<file path="src/rtl/mips_decode_stage.sv">
// Registered MIPS-I decode stage with valid/ready handshake, flush and a saturating illegal count.
// Optional MIPS_DECODE_MULDIV_EN adds mult/multu/div/divu/mfhi/mflo decoding.
module mips_decode_stage #(
  parameter int PC_W      = 32,
  parameter int ILL_CNT_W = 8
) (
  input  logic                 clk,
  input  logic                 rst,
  input  logic                 flush,
  input  logic                 in_valid,
  output logic                 in_ready,
  input  logic [31:0]          in_instr,
  input  logic [PC_W-1:0]      in_pc,
  output logic                 out_valid,
  input  logic                 out_ready,
  output logic [PC_W-1:0]      out_pc,
  output logic [4:0]           out_rs,
  output logic [4:0]           out_rt,
  output logic [4:0]           out_rd,
  output logic [31:0]          out_imm,
  output logic [3:0]           out_alu_op,
  output logic                 out_reg_write,
  output logic                 out_mem_read,
  output logic                 out_mem_write,
  output logic                 out_mem_to_reg,
  output logic                 out_alu_src,
  output logic                 out_branch_ne,
  output logic                 out_branch,
  output logic                 out_jump,
  output logic                 out_jump_reg,
  output logic                 out_illegal,
  output logic [ILL_CNT_W-1:0] ill_count
);

  localparam logic [3:0] ALU_ADD = 4'd0,  ALU_SUB = 4'd1,  ALU_AND = 4'd2,  ALU_OR  = 4'd3;
  localparam logic [3:0] ALU_XOR = 4'd4,  ALU_NOR = 4'd5,  ALU_SLT = 4'd6,  ALU_SLTU = 4'd7;
  localparam logic [3:0] ALU_SLL = 4'd8,  ALU_SRL = 4'd9,  ALU_SRA = 4'd10, ALU_LUI = 4'd11;
  localparam logic [3:0] ALU_MUL = 4'd12, ALU_DIV = 4'd13;

  typedef struct packed {
    logic [PC_W-1:0] pc;
    logic [4:0]      rs;
    logic [4:0]      rt;
    logic [4:0]      rd;
    logic [31:0]     imm;
    logic [3:0]      alu_op;
    logic            reg_write;
    logic            mem_read;
    logic            mem_write;
    logic            mem_to_reg;
    logic            alu_src;
    logic            branch_ne;
    logic            branch;
    logic            jump;
    logic            jump_reg;
    logic            illegal;
  } bundle_t;

  bundle_t              dec, bundle_d, bundle_q;
  logic                 valid_d, valid_q;
  logic [ILL_CNT_W-1:0] ill_cnt_d, ill_cnt_q;
  logic                 accept, rd_is_rt;
  logic [5:0]           op, funct;

  assign op     = in_instr[31:26];
  assign funct  = in_instr[5:0];
  assign in_ready = !valid_q || out_ready;
  assign accept   = in_valid && in_ready && !flush;

  always_comb begin
    dec        = '0;
    rd_is_rt   = 1'b0;
    dec.pc     = in_pc;
    dec.rs     = in_instr[25:21];
    dec.rt     = in_instr[20:16];
    dec.imm    = {{16{in_instr[15]}}, in_instr[15:0]};
    dec.alu_op = ALU_ADD;
    case (op)
      6'h00: begin
        dec.rd  = in_instr[15:11];
        dec.imm = '0;
        case (funct)
          6'h20, 6'h21: begin dec.alu_op = ALU_ADD;  dec.reg_write = 1'b1; end
          6'h22, 6'h23: begin dec.alu_op = ALU_SUB;  dec.reg_write = 1'b1; end
          6'h24:        begin dec.alu_op = ALU_AND;  dec.reg_write = 1'b1; end
          6'h25:        begin dec.alu_op = ALU_OR;   dec.reg_write = 1'b1; end
          6'h26:        begin dec.alu_op = ALU_XOR;  dec.reg_write = 1'b1; end
          6'h27:        begin dec.alu_op = ALU_NOR;  dec.reg_write = 1'b1; end
          6'h2A:        begin dec.alu_op = ALU_SLT;  dec.reg_write = 1'b1; end
          6'h2B:        begin dec.alu_op = ALU_SLTU; dec.reg_write = 1'b1; end
          6'h00, 6'h02, 6'h03: begin
            // Shift amount travels on the immediate path.
            dec.alu_op    = (funct == 6'h00) ? ALU_SLL : (funct == 6'h02) ? ALU_SRL : ALU_SRA;
            dec.imm       = {27'b0, in_instr[10:6]};
            dec.alu_src   = 1'b1;
            dec.reg_write = 1'b1;
          end
          6'h08:        dec.jump_reg = 1'b1;
`ifdef MIPS_DECODE_MULDIV_EN
          6'h18, 6'h19: dec.alu_op = ALU_MUL;
          6'h1A, 6'h1B: dec.alu_op = ALU_DIV;
          6'h10, 6'h12: begin dec.alu_op = ALU_ADD; dec.reg_write = 1'b1; end
`endif
          default:      dec.illegal = 1'b1;
        endcase
      end
      6'h08, 6'h09: begin dec.alu_op = ALU_ADD;  dec.alu_src = 1'b1; dec.reg_write = 1'b1; rd_is_rt = 1'b1; end
      6'h0A:        begin dec.alu_op = ALU_SLT;  dec.alu_src = 1'b1; dec.reg_write = 1'b1; rd_is_rt = 1'b1; end
      6'h0B:        begin dec.alu_op = ALU_SLTU; dec.alu_src = 1'b1; dec.reg_write = 1'b1; rd_is_rt = 1'b1; end
      6'h0C, 6'h0D, 6'h0E: begin
        dec.alu_op    = (op == 6'h0C) ? ALU_AND : (op == 6'h0D) ? ALU_OR : ALU_XOR;
        dec.imm       = {16'b0, in_instr[15:0]};
        dec.alu_src   = 1'b1;
        dec.reg_write = 1'b1;
        rd_is_rt      = 1'b1;
      end
      6'h0F: begin
        dec.alu_op    = ALU_LUI;
        dec.imm       = {in_instr[15:0], 16'b0};
        dec.alu_src   = 1'b1;
        dec.reg_write = 1'b1;
        rd_is_rt      = 1'b1;
      end
      6'h23: begin
        dec.mem_read   = 1'b1;
        dec.mem_to_reg = 1'b1;
        dec.reg_write  = 1'b1;
        dec.alu_src    = 1'b1;
        rd_is_rt       = 1'b1;
      end
      6'h2B: begin dec.mem_write = 1'b1; dec.alu_src = 1'b1; rd_is_rt = 1'b1; end
      6'h04: begin dec.branch = 1'b1; dec.alu_op = ALU_SUB; rd_is_rt = 1'b1; end
      6'h05: begin dec.branch = 1'b1; dec.branch_ne = 1'b1; dec.alu_op = ALU_SUB; rd_is_rt = 1'b1; end
      6'h02: begin dec.jump = 1'b1; dec.imm = {6'b0, in_instr[25:0]}; end
      6'h03: begin
        dec.jump      = 1'b1;
        dec.reg_write = 1'b1;
        dec.rd        = 5'd31;
        dec.imm       = {6'b0, in_instr[25:0]};
      end
      default: dec.illegal = 1'b1;
    endcase
    if (rd_is_rt) dec.rd = in_instr[20:16];
    // An unsupported word must never disturb architectural state downstream.
    if (dec.illegal) begin
      dec.rd         = '0;
      dec.alu_op     = ALU_ADD;
      dec.reg_write  = 1'b0;
      dec.mem_read   = 1'b0;
      dec.mem_write  = 1'b0;
      dec.mem_to_reg = 1'b0;
      dec.alu_src    = 1'b0;
      dec.branch_ne  = 1'b0;
      dec.branch     = 1'b0;
      dec.jump       = 1'b0;
      dec.jump_reg   = 1'b0;
    end
  end

  always_comb begin
    valid_d   = valid_q;
    bundle_d  = bundle_q;
    ill_cnt_d = ill_cnt_q;
    if (flush)          valid_d = 1'b0;
    else if (accept)    valid_d = 1'b1;
    else if (out_ready) valid_d = 1'b0;
    if (accept) begin
      bundle_d = dec;
      if (dec.illegal && (ill_cnt_q != '1)) ill_cnt_d = ill_cnt_q + 1'b1;
    end
  end

  always_ff @(posedge clk) begin
    if (rst) begin
      valid_q   <= 1'b0;
      bundle_q  <= '0;
      ill_cnt_q <= '0;
    end else begin
      valid_q   <= valid_d;
      bundle_q  <= bundle_d;
      ill_cnt_q <= ill_cnt_d;
    end
  end

  assign out_valid      = valid_q;
  assign out_pc         = bundle_q.pc;
  assign out_rs         = bundle_q.rs;
  assign out_rt         = bundle_q.rt;
  assign out_rd         = bundle_q.rd;
  assign out_imm        = bundle_q.imm;
  assign out_alu_op     = bundle_q.alu_op;
  assign out_reg_write  = bundle_q.reg_write;
  assign out_mem_read   = bundle_q.mem_read;
  assign out_mem_write  = bundle_q.mem_write;
  assign out_mem_to_reg = bundle_q.mem_to_reg;
  assign out_alu_src    = bundle_q.alu_src;
  assign out_branch_ne  = bundle_q.branch_ne;
  assign out_branch     = bundle_q.branch;
  assign out_jump       = bundle_q.jump;
  assign out_jump_reg   = bundle_q.jump_reg;
  assign out_illegal    = bundle_q.illegal;
  assign ill_count      = ill_cnt_q;

endmodule

</file>
<file path="config.mk">
export PLATFORM = sky130hd
export DESIGN_NAME = mips_decode_stage
export DESIGN_NICKNAME = d
export VERILOG_FILES = /design/src/rtl/mips_decode_stage.sv
export SDC_FILE = /design/constraint.sdc
export NUM_CORES = 1
export LEC_CHECK = 0
export CORE_UTILIZATION = 29
export DETAILED_ROUTE_END_ITERATION = 8
export PLACE_DENSITY_LB_ADDON = 0.3
export SYNTH_ARGS = -nofsm -noshare
export SYNTH_HDL_FRONTEND = slang
export SYNTH_SLANG_ARGS = --single-unit
</file>
<file path="constraint.sdc">
create_clock -name clk -period 2.5 [get_ports clk]
set_clock_uncertainty 0.15 [all_clocks]
set_input_delay 0.375 -clock clk [delete_from_list [all_inputs] [get_ports clk]]
set_output_delay 0.375 -clock clk [all_outputs]
set_load 0.1 [all_outputs]
</file>
# After elaboration in Yosys (flattened, before gate mapping)
# Cells that the tools add are included.
# word_totals
ff_bits	102
out_inout_bits	103
elab_cells	96
input_bits	69
# op_classes
n_eq_ne	28
muxes	27
reduce_logical	22
addsub	1
# op_table
op	n
one-hot mux 32 bit (4 select lines)	1
equality test 6 bit (second input constant)	12
equality test 6 x 4 -> 1 bit (second input constant)	9
one-hot mux 5 bit (9 select lines)	1
OR reduction 14 bit	2
equality test 6 x 2 -> 1 bit (second input constant)	4
one-hot mux 4 bit (6 select lines)	1
OR reduction 10 bit	2
two-way mux 5 bit	3
two-way mux 13 bit	1
equality test 6 x 3 -> 1 bit (second input constant)	2
logical NOT 6 bit	2
two-way mux 1 bit	12
OR reduction 12 bit	1
one-hot mux 5 bit (2 select lines)	1
OR reduction 2 bit	5
adder 8 x 1 -> 8 bit (second input constant)	1
!= test 8 bit (second input constant)	1
two-way mux 3 bit	2
one-hot mux 1 bit (2 select lines)	3
OR reduction 3 bit	2
two-way mux 2 bit	2
logical AND 1 bit	3
logical NOT 1 bit	2
other kinds (3)	3

# Longest topological paths before layout
# Gate-level depths: netlist of run 1.
# logic_depth
word_depth	6
mapped_depth	8

# Worst setup path before layout of run 1
# No wires, ideal clock.
# synth_path
path_type	register to register
startpoint	reg valid_q (netlist: out_valid)
endpoint	reg ill_cnt_q[7] (netlist: ill_count[7])
path_stages_with_launch	7
n_path_buf	0
synth_period_minus_slack_ns	3.100
arrival_time_ns	2.880
setup_time_ns	0.070
path_slack_ns	-0.600
required_ns	2.280
cell_sequence	dfxtp_1 -> nor2b_1 -> inv_1 -> nand3b_1 -> or4_1 -> or3_1 -> a21oi_1
# synth_via
elab_chain_cells	5
# synth_rtl
item	line	source
start, declared	60	logic valid_d, valid_q;
start signal, assigned	179	valid_q <= valid_d;
logical NOT 1 bit	67	assign in_ready = !valid_q || out_ready;
logical OR 1 bit	67	
named net in_ready	11	output logic in_ready,
logical AND 1 bit (2 in a row)	68	assign accept = in_valid && in_ready && !flush;
AND reduction 2 bit (no source line)	--	
end signal, assigned	181	ill_cnt_q <= ill_cnt_d;
end, declared	61	logic [ILL_CNT_W-1:0] ill_cnt_d, ill_cnt_q;
# The timed path passes the listed nets, and every way through them passes these cells.
# A chain may end at the register's enable or synchronous reset.

# Worst setup path after layout of run 1
# layout_path
startpoint	in in_instr[26]
endpoint	reg ill_cnt_q[5] (netlist: ill_count[5])
# layout_via
elab_chain_cells	5
# layout_rtl
item	line	source
start, declared	12	input logic [31:0] in_instr,
equality test 6 x 4 -> 1 bit (tied with other cells)	78	case (op)
OR reduction 14 bit (no source line)	--	
one-hot mux 1 bit (2 select lines) *	78	
logical AND 1 bit *	169	if (dec.illegal && (ill_cnt_q != '1)) ill_cnt_d = ill_cnt_q + 1'b1;
AND reduction 2 bit (no source line) *	--	
# Every way passes the cells marked *; elsewhere a longest branch is shown, timed or not.

==> flow_metrics.env, run 1 <==
export IMPL_slew_headroom_pct=60.2
export IMPL_cp_cell_sequence="dlygate4sd2_1, or4_4, or2_4, nor4b_4, buf_4, nor2_4, buf_6, o31a_1, o21a_1"
export IMPL_layoutNonFillerInstCount=902
export IMPL_p_clk_share_pct=34.0
export IMPL_power_frac_seq_pct=41.2
export IMPL_critPathLaunchType="input pin"
export IMPL_synth_main_ff_cell="dfxtp_1"
export IMPL_fin_crit_ns=2.44
export IMPL_insertion_delay_ns=0.35
export IMPL_p_switching_mw=1.38
export IMPL_io_buffers=171
export IMPL_placedCellCount=878
export IMPL_routedWlPerCell_um=15.4
export IMPL_hold_class="input pin to flop"
export IMPL_syn_area_mm2=0.00415
export IMPL_power_frac_comb_pct=24.8
export IMPL_die_height_um=122
export IMPL_fin_area_mm2=0.00652
export IMPL_arrival_ns=2.53
export IMPL_design_core_area_mm2=0.0139
export IMPL_syn_area_per_cell_um2=8.13
export IMPL_slowest_stage="or4_4"
export IMPL_synth_cells=510
export IMPL_dieArea_mm2=0.0148
export IMPL_hpwl_um=10500
export IMPL_cts_max_path_buffers=2
export IMPL_setup_viol=0
export IMPL_rsz0062_at_grt="no"
export IMPL_grt_busiest_layer="met2"
export IMPL_slew_violations=0
export IMPL_antenna_found_initial=2
export IMPL_use_met3_pct=5.66
export IMPL_holdWs_ns=0.154
export IMPL_ys_warn_count=0
export IMPL_clock_sinks=101
export IMPL_num_rows=43
export IMPL_drt_total_wl_um=13900
export IMPL_drive_gt1_share_pct=27.6
export IMPL_hold_buffers=0
export IMPL_grt_use_met1_pct=22.5
export IMPL_synth_cell_types=53
export IMPL_grt_max_degree=50
export IMPL_globalRoute_totalOverflow=0
export IMPL_crit_family="simple AND/OR/NAND/NOR gates"
export IMPL_crit_buf_inv=3
export IMPL_drtIter0Drc=295
export IMPL_synth_fp_nets=580
export IMPL_total_leakage_power_nw=2.68
export IMPL_worst_slew_pin_slew_ns=0.597
export IMPL_num_io_pins=172
export IMPL_synth_seq_cells=101
export IMPL_power_density_mw_per_mm2=637
export IMPL_route_detailed_drc=0
export IMPL_antenna_left=0
export IMPL_dr_pass1_iters=4
export IMPL_clk_pin_slew_ns=0.07
export IMPL_status="complete, no violations"
export IMPL_required_ns=2.60
export IMPL_hold_viol_final=0
export IMPL_grt_pass1_vias=4274
export IMPL_cts_root_buf="clkbuf_16"
export IMPL_use_met2_pct=32.6
export IMPL_p_int_mw=2.78
export IMPL_crit_path_end_kind="flop"
export IMPL_place_area_mm2=0.00614
export IMPL_nets=786
export IMPL_cap_violations=0
export IMPL_track_usage_pct=19.0
export IMPL_synth_edf_count=0
export IMPL_cpPeakStageDelay_ns=0.52
export IMPL_htreeDepth=3
export IMPL_synth_async_reset_ratio_pct=0
export IMPL_viasPerCell=4.95
export IMPL_area_delta_synth_final_pct=57.4
export IMPL_max_freq_mhz=410
export IMPL_path_class="input pin to flop"
export IMPL_die_w_um=122
export IMPL_place_gp_congestion=0.848
export IMPL_crit_fanout=5
export IMPL_cts_inserted_buffers=9
export IMPL_period_share_pct=97.5
export IMPL_netSwitchingFraction_pct=33.1
export IMPL_cts_tree="done"
export IMPL_start_util_pct=29.7
export IMPL_ir_drop_uv=342
export IMPL_grt_pass1_wl_um=21700
export IMPL_vias=4468
export IMPL_ys_seq_area_share_pct=48.8
[final cells by class]
cell class	instances	area (um^2)
diodes	1	2.50
repair buffers	234	1980
multi-input cells	362	1950
clock inverters	6	61.3
clock buffers	10	239
fillers	1374	7410
inverters	8	33.8
flip-flops and latches	101	2030
well taps	180	225
[worst paths after layout]
kind                     start            to  slack, ns  cells past startpoint
setup reg to reg  ill_count[0]  ill_count[7]       0.35                      7
setup / recovery  in_instr[26]  ill_count[5]       0.06                      9
hold / removal             rst  ill_count[0]       0.15                      2
hold reg to reg      out_pc[1]     out_pc[1]       0.31                      2
[power by group through the flow]
stage                     logic, mW  registers [mW]  clock network, mW
after global routing           1.08            1.72               1.52
after CTS                      1.03            1.71               1.46
after detailed placement       1.02            1.75                  0
after global placement         1.01            1.74                  0
after floorplan               0.207            2.21                  0
final                          1.03            1.71               1.41
[cells in the mapped netlist (all sizes together), types with 3 or more instances]
cell type	number	area (um^2)
nand3b	3	22.5
nor2	49	186
inv	8	30.0
clkbuf	35	131
nand4	4	25.0
o41ai	4	35.0
a22oi	22	165
a211oi	16	120
o21ai	18	93.8
dfxtp	101	2020
a221oi	6	52.6
nand3	4	20.0
a32o	3	30.0
a222oi	4	40.0
or3	3	18.8
nand2b	3	18.8
and3	5	31.3
a21oi	60	300
buf	4	35.0
nor3	6	30.0
nand2	118	443
[placed cells by master, fill, tap and decap left out, types with 3 or more instances in the layout]
master and count:
a211oi_1 16, a21oi_1 59, a221oi_1 6, a222oi_1 4, a22oi_1 22, a32o_1 3
and3_1 5, buf_12 4, buf_4 162, clkbuf_16 9, clkdlybuf4s50_1 63, clkinvlp_4 3
dfxtp_1 98, inv_1 7, nand2_1 117, nand2b_1 3, nand3_1 4, nand3b_1 3
nand4_1 4, nor2_1 48, nor3_1 6, o21ai_0 15, o41ai_1 3, or3_1 3
[what timing repair did]
action,4_1_cts,5_1_grt
endpoints found under the setup margin,12,11
pin swaps,6,3
buffers inserted,3,4
resized for setup,4,7
endpoints found under the hold margin,0,0
[kinds of logic (layout without fill, tap and decap cells)]
family | count (synthesis) | in the layout | synth area share [%]
AO/OA/AOI/OAI | 149 | 149 | 23.5
other | 0 | 1 | 0
buffers and inverters | 47 | 258 | 4.74
flip-flops | 101 | 101 | 48.8
AND/OR/NAND/NOR | 211 | 211 | 22.5
XOR/XNOR | 1 | 1 | 0.211
adder cells (fa/ha/maj) | 1 | 1 | 0.302
[per-stage QoR]
step	power (mW)	setup WS, ns	utilization, %	TNS, ns
3_5_place_dp	2.77	-0.498	44.1	-10.21
6_report	4.16	0.0636	46.8	0
4_1_cts	4.20	0.00211	46.4	0
3_3_place_gp	2.76	-0.451	44.1	-8.35
5_1_grt	4.32	0.0405	46.8	0
2_1_floorplan	2.42	0.00705	-	0
[metal layers]
layer / vias up / wire, um
met2: 145 / 6850
li1: 2198 / -
met5: - / 0
met1: 2109 / 5850
met4: 0 / 192
met3: 16 / 1030
(Power assumes the default switching activity.)
==> run 2: changes to the inputs <==
--- a/config.mk
+++ b/config.mk
@@ -7,6 +7,7 @@
 export LEC_CHECK = 0
 export CORE_UTILIZATION = 29
 export DETAILED_ROUTE_END_ITERATION = 8
+export HOLD_SLACK_MARGIN = 0.02
 export PLACE_DENSITY_LB_ADDON = 0.3
 export SYNTH_ARGS = -nofsm -noshare
 export SYNTH_HDL_FRONTEND = slang
==> results of run 2 <==
Final layout, timing and power as in run 1 (identical DEF).
